===== src/rtl/core_pkg.sv =====
// core_pkg: shared definitions for the convolution instruction sequencer.
//   - tile geometry and timing constants
//   - bit positions of the 64-bit core instruction word and its idle value
//   - sequencer FSM state encoding
//   - onij_map(): maps an OFIFO row index (nij) at kernel position kij to a
//     psum address, flagging rows that fall outside the output map
package core_pkg;

    localparam int COL       = 8;
    localparam int ROW       = 8;
    localparam int LEN_KIJ   = 9;
    localparam int LEN_NIJ   = 36;
    localparam int IW        = 6;
    localparam int OW        = 4;
    localparam int W_BASE    = 1024;
    localparam int GAP_CYC   = 10;
    localparam int DRAIN_MAX = 32;
    localparam int ADDR_W    = 11;

    localparam int INST_LOAD     = 0;
    localparam int INST_EXECUTE  = 1;
    localparam int INST_L0_WR    = 2;
    localparam int INST_L0_RD    = 3;
    localparam int INST_IFIFO_RD = 4;
    localparam int INST_IFIFO_WR = 5;
    localparam int INST_OFIFO_RD = 6;
    localparam int INST_A_XMEM   = 7;   // [17:7]
    localparam int INST_WEN_XMEM = 18;
    localparam int INST_CEN_XMEM = 19;
    localparam int INST_A_PMEM   = 20;  // [30:20]
    localparam int INST_WEN_PMEM = 31;
    localparam int INST_CEN_PMEM = 32;
    localparam int INST_ACC      = 33;
    localparam int INST_SFU_PT   = 34;
    localparam int INST_REN_PMEM = 35;
    localparam int INST_DEBUG    = 63;

    // Both memories deselected and in read mode (enables are active-low).
    localparam logic [63:0] IDLE_INST = 64'h0000_0001_800C_0000;

    typedef enum logic [2:0] {
        ST_IDLE,
        ST_WL0,
        ST_KLOAD,
        ST_GAP,
        ST_EXEC,
        ST_DRAIN,
        ST_NEXT_KIJ,
        ST_FIN
    } state_t;

    typedef struct packed {
        logic              valid;
        logic [ADDR_W-1:0] addr;
    } onij_t;

    // Output pixel = input pixel shifted back by the kernel offset. The
    // shift can go negative, so the compare is done on 5-bit signed values.
    function automatic onij_t onij_map(input logic [5:0] nij, input logic [3:0] kij);
        logic [3:0]        x;
        logic [3:0]        y;
        logic [1:0]        kx;
        logic [1:0]        ky;
        logic signed [4:0] ox;
        logic signed [4:0] oy;
        onij_t             r;
        x  = 4'(nij % 6'(IW));
        y  = 4'(nij / 6'(IW));
        kx = 2'(kij % 4'd3);
        ky = 2'(kij / 4'd3);
        ox = $signed({1'b0, x}) - $signed({3'b000, kx});
        oy = $signed({1'b0, y}) - $signed({3'b000, ky});
        r.valid = (ox >= 5'sd0) && (ox < $signed(5'(OW))) &&
                  (oy >= 5'sd0) && (oy < $signed(5'(OW)));
        r.addr  = r.valid ? (ADDR_W'(oy[3:0]) * ADDR_W'(OW) + ADDR_W'(ox[3:0]))
                          : '0;
        return r;
    endfunction

endpackage


===== src/rtl/onij_mapper.sv =====
// onij_mapper: combinational OFIFO-row to psum-address mapper.
//   nij_i   : OFIFO row index (input pixel, 0..35)
//   kij_i   : kernel position (0..8)
//   valid_o : row lands inside the 4x4 output map
//   addr_o  : psum SRAM address (oy*ow + ox), zero when not valid
module onij_mapper
    import core_pkg::*;
(
    input  logic [5:0]        nij_i,
    input  logic [3:0]        kij_i,
    output logic              valid_o,
    output logic [ADDR_W-1:0] addr_o
);

    onij_t map;

    assign map     = onij_map(nij_i, kij_i);
    assign valid_o = map.valid;
    assign addr_o  = map.addr;

endmodule


===== src/rtl/conv_seq_ctrl.sv =====
// conv_seq_ctrl: instruction sequencer for one 3x3 convolution tile.
// For each kernel position it reads weights from xmem into L0, loads them
// into the PEs, streams activations, and drains OFIFO rows into psum SRAM.
//   clk, reset  : clock, synchronous active-high reset
//   start       : pulse, begins a tile when idle
//   ofifo_valid : a full OFIFO row is available
//   inst        : registered 64-bit core instruction word
//   busy        : tile in progress
//   done        : one-cycle pulse at tile completion
//   err_timeout : sticky, a drain ran out of cycles
//   kij_idx     : current kernel position
module conv_seq_ctrl
    import core_pkg::*;
(
    input  logic        clk,
    input  logic        reset,
    input  logic        start,
    input  logic        ofifo_valid,
    output logic [63:0] inst,
    output logic        busy,
    output logic        done,
    output logic        err_timeout,
    output logic [3:0]  kij_idx
);

    state_t            state_q, state_d;
    logic [5:0]        t_q, t_d;            // cycles spent in current state
    logic [3:0]        kij_q, kij_d;
    logic [5:0]        rd_cnt_q, rd_cnt_d;  // OFIFO rows popped this kij
    logic [63:0]       inst_q, inst_d;
    logic              busy_q, busy_d;
    logic              done_q, done_d;
    logic              err_q, err_d;

    logic              accept;
    logic              rd_fire;
    logic              drain_done;
    logic              drain_tmo;
    logic              last_kij;
    logic              map_valid;
    logic [ADDR_W-1:0] map_addr;
    logic [ADDR_W-1:0] wl0_addr;

    assign accept     = (state_q == ST_IDLE) && start;
    assign rd_fire    = ((state_q == ST_EXEC) || (state_q == ST_DRAIN)) &&
                        ofifo_valid && (rd_cnt_q < 6'(LEN_NIJ));
    assign drain_done = (rd_cnt_q == 6'(LEN_NIJ));
    assign drain_tmo  = (state_q == ST_DRAIN) && !drain_done &&
                        (t_q == 6'(DRAIN_MAX-1));
    assign last_kij   = (kij_q == 4'(LEN_KIJ-1));

    // The popped row is mapped with the values current when ofifo_valid is
    // sampled; the resulting write lands in the next registered word.
    onij_mapper u_map (
        .nij_i   (rd_cnt_q),
        .kij_i   (kij_q),
        .valid_o (map_valid),
        .addr_o  (map_addr)
    );

    // The word is built from next-state values so inst lines up with state.
    // The address holds at the last weight for the extra read-latency cycle.
    assign wl0_addr = ADDR_W'(W_BASE) + ADDR_W'(kij_d) * ADDR_W'(COL) +
                      ((t_d > 6'(COL-1)) ? ADDR_W'(COL-1) : ADDR_W'(t_d));

    always_ff @(posedge clk) begin
        if (reset) begin
            state_q  <= ST_IDLE;
            t_q      <= '0;
            kij_q    <= '0;
            rd_cnt_q <= '0;
            inst_q   <= IDLE_INST;
            busy_q   <= 1'b0;
            done_q   <= 1'b0;
            err_q    <= 1'b0;
        end else begin
            state_q  <= state_d;
            t_q      <= t_d;
            kij_q    <= kij_d;
            rd_cnt_q <= rd_cnt_d;
            inst_q   <= inst_d;
            busy_q   <= busy_d;
            done_q   <= done_d;
            err_q    <= err_d;
        end
    end

    always_comb begin
        state_d = state_q;
        case (state_q)
            ST_IDLE:     if (start)                     state_d = ST_WL0;
            ST_WL0:      if (t_q == 6'(COL))            state_d = ST_KLOAD;
            ST_KLOAD:    if (t_q == 6'(COL+ROW))        state_d = ST_GAP;
            ST_GAP:      if (t_q == 6'(GAP_CYC-1))      state_d = ST_EXEC;
            ST_EXEC:     if (t_q == 6'(LEN_NIJ-1))      state_d = ST_DRAIN;
            ST_DRAIN:    if (drain_done || drain_tmo)
                             state_d = last_kij ? ST_FIN : ST_NEXT_KIJ;
            ST_NEXT_KIJ: state_d = ST_WL0;
            ST_FIN:      state_d = ST_IDLE;
            default:     state_d = ST_IDLE;
        endcase

        t_d = (state_q == ST_IDLE || state_d != state_q) ? 6'd0 : t_q + 6'd1;

        kij_d = kij_q;
        if (accept || state_d == ST_FIN)
            kij_d = 4'd0;
        else if (state_q == ST_NEXT_KIJ)
            kij_d = kij_q + 4'd1;

        rd_cnt_d = rd_cnt_q;
        if (accept || state_q == ST_NEXT_KIJ)
            rd_cnt_d = 6'd0;
        else if (rd_fire)
            rd_cnt_d = rd_cnt_q + 6'd1;

        err_d = err_q;
        if (accept)
            err_d = 1'b0;
        else if (drain_tmo)
            err_d = 1'b1;
    end

    always_comb begin
        inst_d = IDLE_INST;
        case (state_d)
            ST_WL0: begin
                inst_d[INST_CEN_XMEM]            = 1'b0;
                inst_d[INST_A_XMEM +: ADDR_W]    = wl0_addr;
                inst_d[INST_L0_WR]               = (t_d != 6'd0);
            end
            ST_KLOAD: begin
                inst_d[INST_L0_RD]               = 1'b1;
                inst_d[INST_LOAD]                = (t_d != 6'd0);
            end
            ST_EXEC: begin
                inst_d[INST_CEN_XMEM]            = 1'b0;
                inst_d[INST_A_XMEM +: ADDR_W]    = ADDR_W'(t_d);
                inst_d[INST_L0_WR]               = 1'b1;
                inst_d[INST_L0_RD]               = 1'b1;
                inst_d[INST_EXECUTE]             = 1'b1;
            end
            default: ;
        endcase

        // Rows outside the output map are still popped, just not written.
        if (rd_fire) begin
            inst_d[INST_OFIFO_RD] = 1'b1;
            inst_d[INST_ACC]      = (kij_q != 4'd0);
            inst_d[INST_SFU_PT]   = (kij_q == 4'd0);
            if (map_valid) begin
                inst_d[INST_CEN_PMEM]         = 1'b0;
                inst_d[INST_WEN_PMEM]         = 1'b0;
                inst_d[INST_A_PMEM +: ADDR_W] = map_addr;
            end
        end

        busy_d = (state_d != ST_IDLE) && (state_d != ST_FIN);
        done_d = (state_d == ST_FIN);
    end

    assign inst        = inst_q;
    assign busy        = busy_q;
    assign done        = done_q;
    assign err_timeout = err_q;
    assign kij_idx     = kij_q;

endmodule


===== config.mk =====
export PLATFORM = sky130hd
export DESIGN_NAME = conv_seq_ctrl
export DESIGN_NICKNAME = d
export VERILOG_FILES = /design/src/rtl/core_pkg.sv /design/src/rtl/onij_mapper.sv /design/src/rtl/conv_seq_ctrl.sv
export SDC_FILE = /design/constraint.sdc
export NUM_CORES = 1
export LEC_CHECK = 0
export ABC_AREA = 1
export CORE_ASPECT_RATIO = 1.75
export CORE_UTILIZATION = 35
export CTS_BUF_LIST = sky130_fd_sc_hd__clkbuf_4 sky130_fd_sc_hd__clkbuf_8
export DETAILED_ROUTE_END_ITERATION = 16
export SYNTH_ARGS = -nofsm -noshare
export SYNTH_HDL_FRONTEND = slang
export SYNTH_SLANG_ARGS = --single-unit

===== constraint.sdc =====
create_clock -name clk -period 3.75 [get_ports clk]
set_clock_uncertainty 0.2 [all_clocks]
set_input_delay 1.125 -clock clk [delete_from_list [all_inputs] [get_ports clk]]
set_output_delay 1.125 -clock clk [all_outputs]
set_load 0.05 [all_outputs]

## After elaboration in Yosys (flattened, before gate mapping)

Cells that the tools add are included.
W data, S select, Z words.

- Bits in registers: 86
- Bits in latches: 0
- Bits in writable memories: 0
- ROM bits: 0
- Bits of input ports: 4
- Output and inout bits: 71
- Logic and storage cells: 99
- Memories: 0

- $add $sub $neg: 8
- Multipliers: 0
- Div/mod/pow operators: 4
- $lt $le $gt $ge: 6
- Equal/unequal tests: 20
- Shifts and indexed selects: 0
- Mux-type cells: 19
- Bitwise logic cells: 3
- Reductions and logical operators: 27

Operators with widths:

| operator | count |
|---|---|
| $pmux W3 S8 | 1 |
| $pmux W11 S2 | 1 |
| $eq A3 B3 Y1 const B | 6 |
| $mux W3 | 6 |
| $mux W13 | 1 |
| $add A6 B1 Y6 const B | 2 |
| $eq A6 B4 Y1 const B | 2 |
| $eq A6 B5 Y1 const B | 2 |
| $eq A6 B6 Y1 const B | 2 |
| $mux W6 | 2 |
| $reduce_or A2 Y1 | 6 |
| $add A11 B6 Y11 | 1 |
| $add A11 B7 Y11 const A | 1 |
| $ge A5 B1 Y1 const B | 2 |
| $lt A5 B4 Y1 const B | 2 |
| $sub A4 B2 Y5 | 2 |
| $eq A3 B2 Y1 const B | 3 |
| $logic_and A1 B1 Y1 | 9 |
| $mux W4 | 2 |
| $add A6 B4 Y7 | 1 |
| $div A6 B3 Y6 const B | 1 |
| $eq A3 B1 Y1 const B | 2 |
| $gt A6 B3 Y1 const B | 1 |
| $lt A6 B6 Y1 const B | 1 |
| other kinds (18) | 28 |

## Depth between registers and ports, before layout

Gate-level depths: netlist of the first run.

- Depth in word-level cells: 14
- Mapped depth: 23
- Depth with buffers taken out: 22

## Hierarchy

A second synthesis of the first run with hierarchy kept.

- Cell total of the unflattened synthesis: 460
- Area total of the unflattened synthesis: 3304.4 um2

Modules (own cells, without submodules):

| module | instances | cells each | area each (um2) | sequential area each (um2) |
|---|---|---|---|---|
| conv_seq_ctrl | 1 | 340 | 2615.0 | 1021.0 |
| onij_mapper | 1 | 120 | 689.4 | 0.0 |

## Worst setup path after synthesis of the first run

No wires, ideal clock.

- Kind: register to register
- Start point: register kij_q[2], in the netlist kij_idx[2]
- End point: register inst_q[23], in the netlist inst[23]
- Library setup time: 113 ps
- Data arrival time: 3649 ps
- Data required time: 3437 ps
- Slack: -212 ps
- Cell stages (with the launch flop): 20
- Path buffers: 0
- Period minus slack after synthesis: 3962 ps
- Path through: dfxtp_1 > inv_1 > nor2_1 > ha_1 > inv_1 > ha_1 > o21ai_1 > xor2_1 > ha_1 > nand3b_1 > xor2_1 > inv_1 > ha_1 > fa_1 > nand3b_1 > nand2_1 > ha_1 > inv_1 > fa_1 > nor2_1

- Cells in the longest elaborated chain, start to end: 8
- Elaborated cells between the ends (all ways): 14
- Classes of those cells: add/sub: 3; div: 2; order compare: 4; bitwise: 1; reduce/logical: 4

Ends and longest elaborated chain:

| item | RTL line | text |
|---|---|---|
| start: declaration | conv_seq_ctrl.sv:28 | `logic [3:0] kij_q, kij_d;` |
| start signal: assignment | conv_seq_ctrl.sv:79 | `kij_q <= kij_d;` |
| $mod A4 B2 Y4 | core_pkg.sv:69 | `kx = 2'(kij % 4'd3);` |
| $sub A4 B2 Y5 | core_pkg.sv:71 | `ox = $signed({1'b0, x}) - $signed({3'b000, kx});` |
| $ge A5 B1 Y1 / $lt A5 B4 Y1 (equally long branches) | core_pkg.sv:73 | `r.valid = (ox >= 5'sd0) && (ox < $signed(5'(OW))) &&` |
| $logic_and A1 B1 Y1 (2 in a row) | core_pkg.sv:73 |  |
| $logic_and A1 B1 Y1 | core_pkg.sv:74 | `(oy >= 5'sd0) && (oy < $signed(5'(OW)));` |
| $not A1 Y1 (no line) | -- |  |
| $reduce_or A3 Y1 (no line) | -- |  |
| end signal: assignment | conv_seq_ctrl.sv:81 | `inst_q <= inst_d;` |
| end: declaration | conv_seq_ctrl.sv:30 | `logic [63:0] inst_q, inst_d;` |

Several ways; a longest one is shown, not always the timed one.
A chain may end at the register's enable or synchronous reset.

## Final worst setup path of the first run

- Start point: register kij_q[2], in the netlist kij_idx[2]
- End point: register inst_q[24], in the netlist inst[24]

The elaborated chain is that of the path after synthesis.

==> summary.txt, run 1 <==
Run status
  • Outcome: finished clean

Final layout
  • Share of layout cells above drive strength 1: 17.17%
  • Nets: 496
  • Finished Layout Cells: 581
  • Antenna diodes: 0
  • Final Core Density: 43.95%
  • Synthesis-to-layout area growth: 20.53%

Critical path
  • R2r setup slk: 0.11 ns
  • Setup Crit Path Kind: flop to flop
  • Req. time, crit path: 3.78 ns
  • Crit. End Element: flop
  • Reg2reg start: kij_idx[2]
  • Startpoint Class: flop
  • RR Endpoint: inst[24]
  • Arrival @ worst endpoint: 3.68 ns
  • Reg2Reg Depth: 19
  • Worst path max stage delay: 0.40 ns
  • Critical-path cell list: inv_4, nor2_4, ha_4, inv_2, ha_4, o21ai_4, xor2_2, ha_2, nand3b_1, xor2_1, inv_1, ha_4, fa_2, nand3b_1, nand2_2, ha_4, inv_1, fa_1, nor3b_2
  • Crit-path max FO: 5
  • Slowest CP cell: dfxtp_4
  • CP most frequent cell: ha_4

Run
  • Max-cap viol count: 0

Drt
  • Vias/cell: 4.415
  • Routed WL per cell: 11.11 um
  • Pre-antenna DRT Iters: 4
  • Via count: 2565
  • Routed WL: 6457 um
  • DRC Markers: 0
  • Antenna Nets Post-Route: 0
  • Initial DRC count: 116

Min path
  • Hold WC Path Type: flop to flop
  • HP Start: err_timeout
  • Endpoint, Worst Hold: err_timeout
  • WHS Path Cells: 2

Global route
  • Global route hottest layer: met2
  • Met3 Use GR: 3.120%
  • Vias in the first global route: 2465
  • Largest net degree at the start of global routing: 14
  • Overall routing resource usage: 14.42%
  • First-pass GRT wire length: 10300 um
  • Met1 Track Usage GR: 13.39%
  • Gr ovfl total: 0
  • Initial antenna violation count: 0
  • Met2 usage: 28.59%

Power and ir drop
  • Comb pwr share: 18.0%
  • Net Sw Frac: 31.66%
  • Maximum vdd drop: 0.1858 mV
  • Pleak: 0.001636 uW
  • PD cells: 268.7 nW/um^2
  • Reg power frac: 51.3%
  • Design Power: 994.9 uW
  • Internal: 679.9 uW
  • Part of the power in the clock network: 30.8%
  • Psw: 315.0 uW

Logic synthesis
  • Post-Synthesis Cells: 414
  • Register area share after synthesis: 30.63%
  • FF+latch count, synth: 47
  • Synth cell types: 41
  • Yosys warns: 0
  • Synth top area cells: dfxtp_1 (31%), buf_4 (9.8%), ha_1 (9.0%)
  • Mean Syn Cell Area: 7.420 um^2
  • Share of the synthesized area in the top cell type: 30.63%
  • Leading area contributor after synthesis: dfxtp_1
  • Mapped Area: 3072 um^2

Floorplan
  • Row cnt: 44
  • Die area: 9170 um^2
  • Core box area: 8423 um^2
  • Starting Density: 36.47%
  • Die height: 125.9 um
  • Chip width: 72.82 um
  • I/O pin cnt: 75

Place
  • GPL Wtd Cong: 0.8568
  • Final HPWL DP: 5034 um
  • Buffers on Ports: 36
  • Dpl cells: 566

Timing
  • Final Hold Viols: 0
  • FMAX: 274.6 MHz
  • Sum Neg Setup Slack: 0 ns
  • Final setup viols: 0
  • Period utilization: 97.11%
  • Relative slew margins: 66.15%
  • Final Critical Period: 3.642 ns
  • Slew Limit Fails: 0
  • Slew @ Worst Pin: 0.5061 ns
  • Hold WS: 0.2703 ns

Clocking
  • Clock H-tree levels: 2
  • Clock latency on the worst-skew pair: 0.29 ns
  • CTS Buf Count: 5
  • Root buf cell: clkbuf_8
  • TritonCTS Sinks: 47
  • CTS tree: yes
  • CTS max path bufs: 2
  • Clock-pin slew on the worst setup and hold paths: 0.08 ns
[cells by family after synthesis]
kind of cell / Yosys count / share of synthesized area (%)
simple gates: 173 / 27.37
buf+inv: 115 / 19.27
flops: 47 / 30.63
compound gates: 45 / 9.206
fa+ha+maj: 26 / 11.57
xor+xnor: 6 / 1.711
other cells: 2 / 0.2445
[synthesized netlist by cell type (all sizes together)]
cell type and number:
a211oi 1, a21oi 21, a31oi 4, a41oi 1, buf 42, clkbuf 1
clkinv 1, conb 2, dfxtp 47, fa 4, ha 22, inv 71
nand2 81, nand3 22, nand3b 3, nand4 5, nor2 46, nor3 8
nor3b 3, nor4 2, o211ai 1, o21a 2, o21ai 13, o311ai 2
or2 3, xnor2 1, xor2 5
[layer usage]
metal | up-vias | part of all wire [%]
li1 | 1316 | -
met5 | - | 0
met1 | 1156 | 37
met3 | 18 | 4.5
met2 | 75 | 55
met4 | 0 | 3.4
[power by group through the flow]
stage	Combinational, uW	Clock [uW]	Sequential, uW
finish	179	306	510
global route	189	343	511
CTS	179	320	511
detailed placement	178	0	523
global placement	178	0	522
floorplan	160	0	544
[critical path, delay by kind of cell, from the launching register on]
kind                     cells  cell delay [ns]
AO/OA/AOI/OAI                1             0.07
XOR/XNOR                     2             0.35
flip-flops                   1             0.40
buffers and inverters        4             0.22
AND/OR/NAND/NOR              5             0.78
adder cells (fa/ha/maj)      7             1.55
[what timing repair did]
action	4_1_cts	5_1_grt
buffers inserted	5	3
hold buffers	0	0
resized for setup	1	28
endpoints found under the setup margin	6	6
pin swaps	1	10
[placed cells by master (no fill, tap or decap), types with 4 or more instances in the layout]
cell	instances
nand2_1	68
inv_1	64
conb_1	44
dfxtp_1	43
nor2_1	38
clkdlybuf4s50_1	36
nand3_1	17
ha_1	16
a21oi_1	15
nand2_2	13
buf_4	10
o21ai_0	8
nor3_1	8
inv_2	6
clkbuf_8	6
a21oi_2	5
nor2_4	4
xor2_1	4
nor2_2	4
nand4_1	4
ha_4	4
[metrics by stage]
stage | cell area, um^2 | setup slack (ns)
floorplan | 3234 | 0.009944
global placement | 3433 | 0.1229
detailed placement | 3433 | -0.02033
CTS | 3561 | 0.0006217
global route | 3702 | -0.07210
finish | 3702 | 0.1082
[state kept, by name, summed over array words and instances (netlist names)]
signal,count
kij_idx,4
inst,25
done,1
busy,1
err_timeout,1
rd_cnt_q,6
state_q,3
t_q,6
[worst max path at each step]
stage,to,slack [ns],from
floorplan,inst[23],0.01,kij_idx[2]
global placement,inst[23],0.12,kij_idx[2]
detailed placement,inst[24],-0.02,kij_idx[2]
CTS,inst[24],0.0006,kij_idx[2]
global route,inst[21],-0.07,kij_idx[0]
finish,inst[24],0.11,kij_idx[2]
[cell type report]
class / count / area (um^2)
fillers: 880 / 4721
multi-input cells: 294 / 1813
flip-flops and latches: 47 / 948.4
repair buffers: 46 / 435.4
inverters: 72 / 274.0
well taps: 115 / 143.9
clock buffers: 6 / 82.58
clock inverters: 1 / 5.005
Power figures use the tool's default switching activity.
==> inputs of run 2 (changes only) <==
--- a/config.mk
+++ b/config.mk
@@ -6,6 +6,7 @@
 export NUM_CORES = 1
 export LEC_CHECK = 0
 export ABC_AREA = 1
+export CAP_MARGIN = 20
 export CORE_ASPECT_RATIO = 1.75
 export CORE_UTILIZATION = 35
 export CTS_BUF_LIST = sky130_fd_sc_hd__clkbuf_4 sky130_fd_sc_hd__clkbuf_8
==> results of run 2 <==
Same layout as run 1: the final DEF is identical, and so are final timing and power.
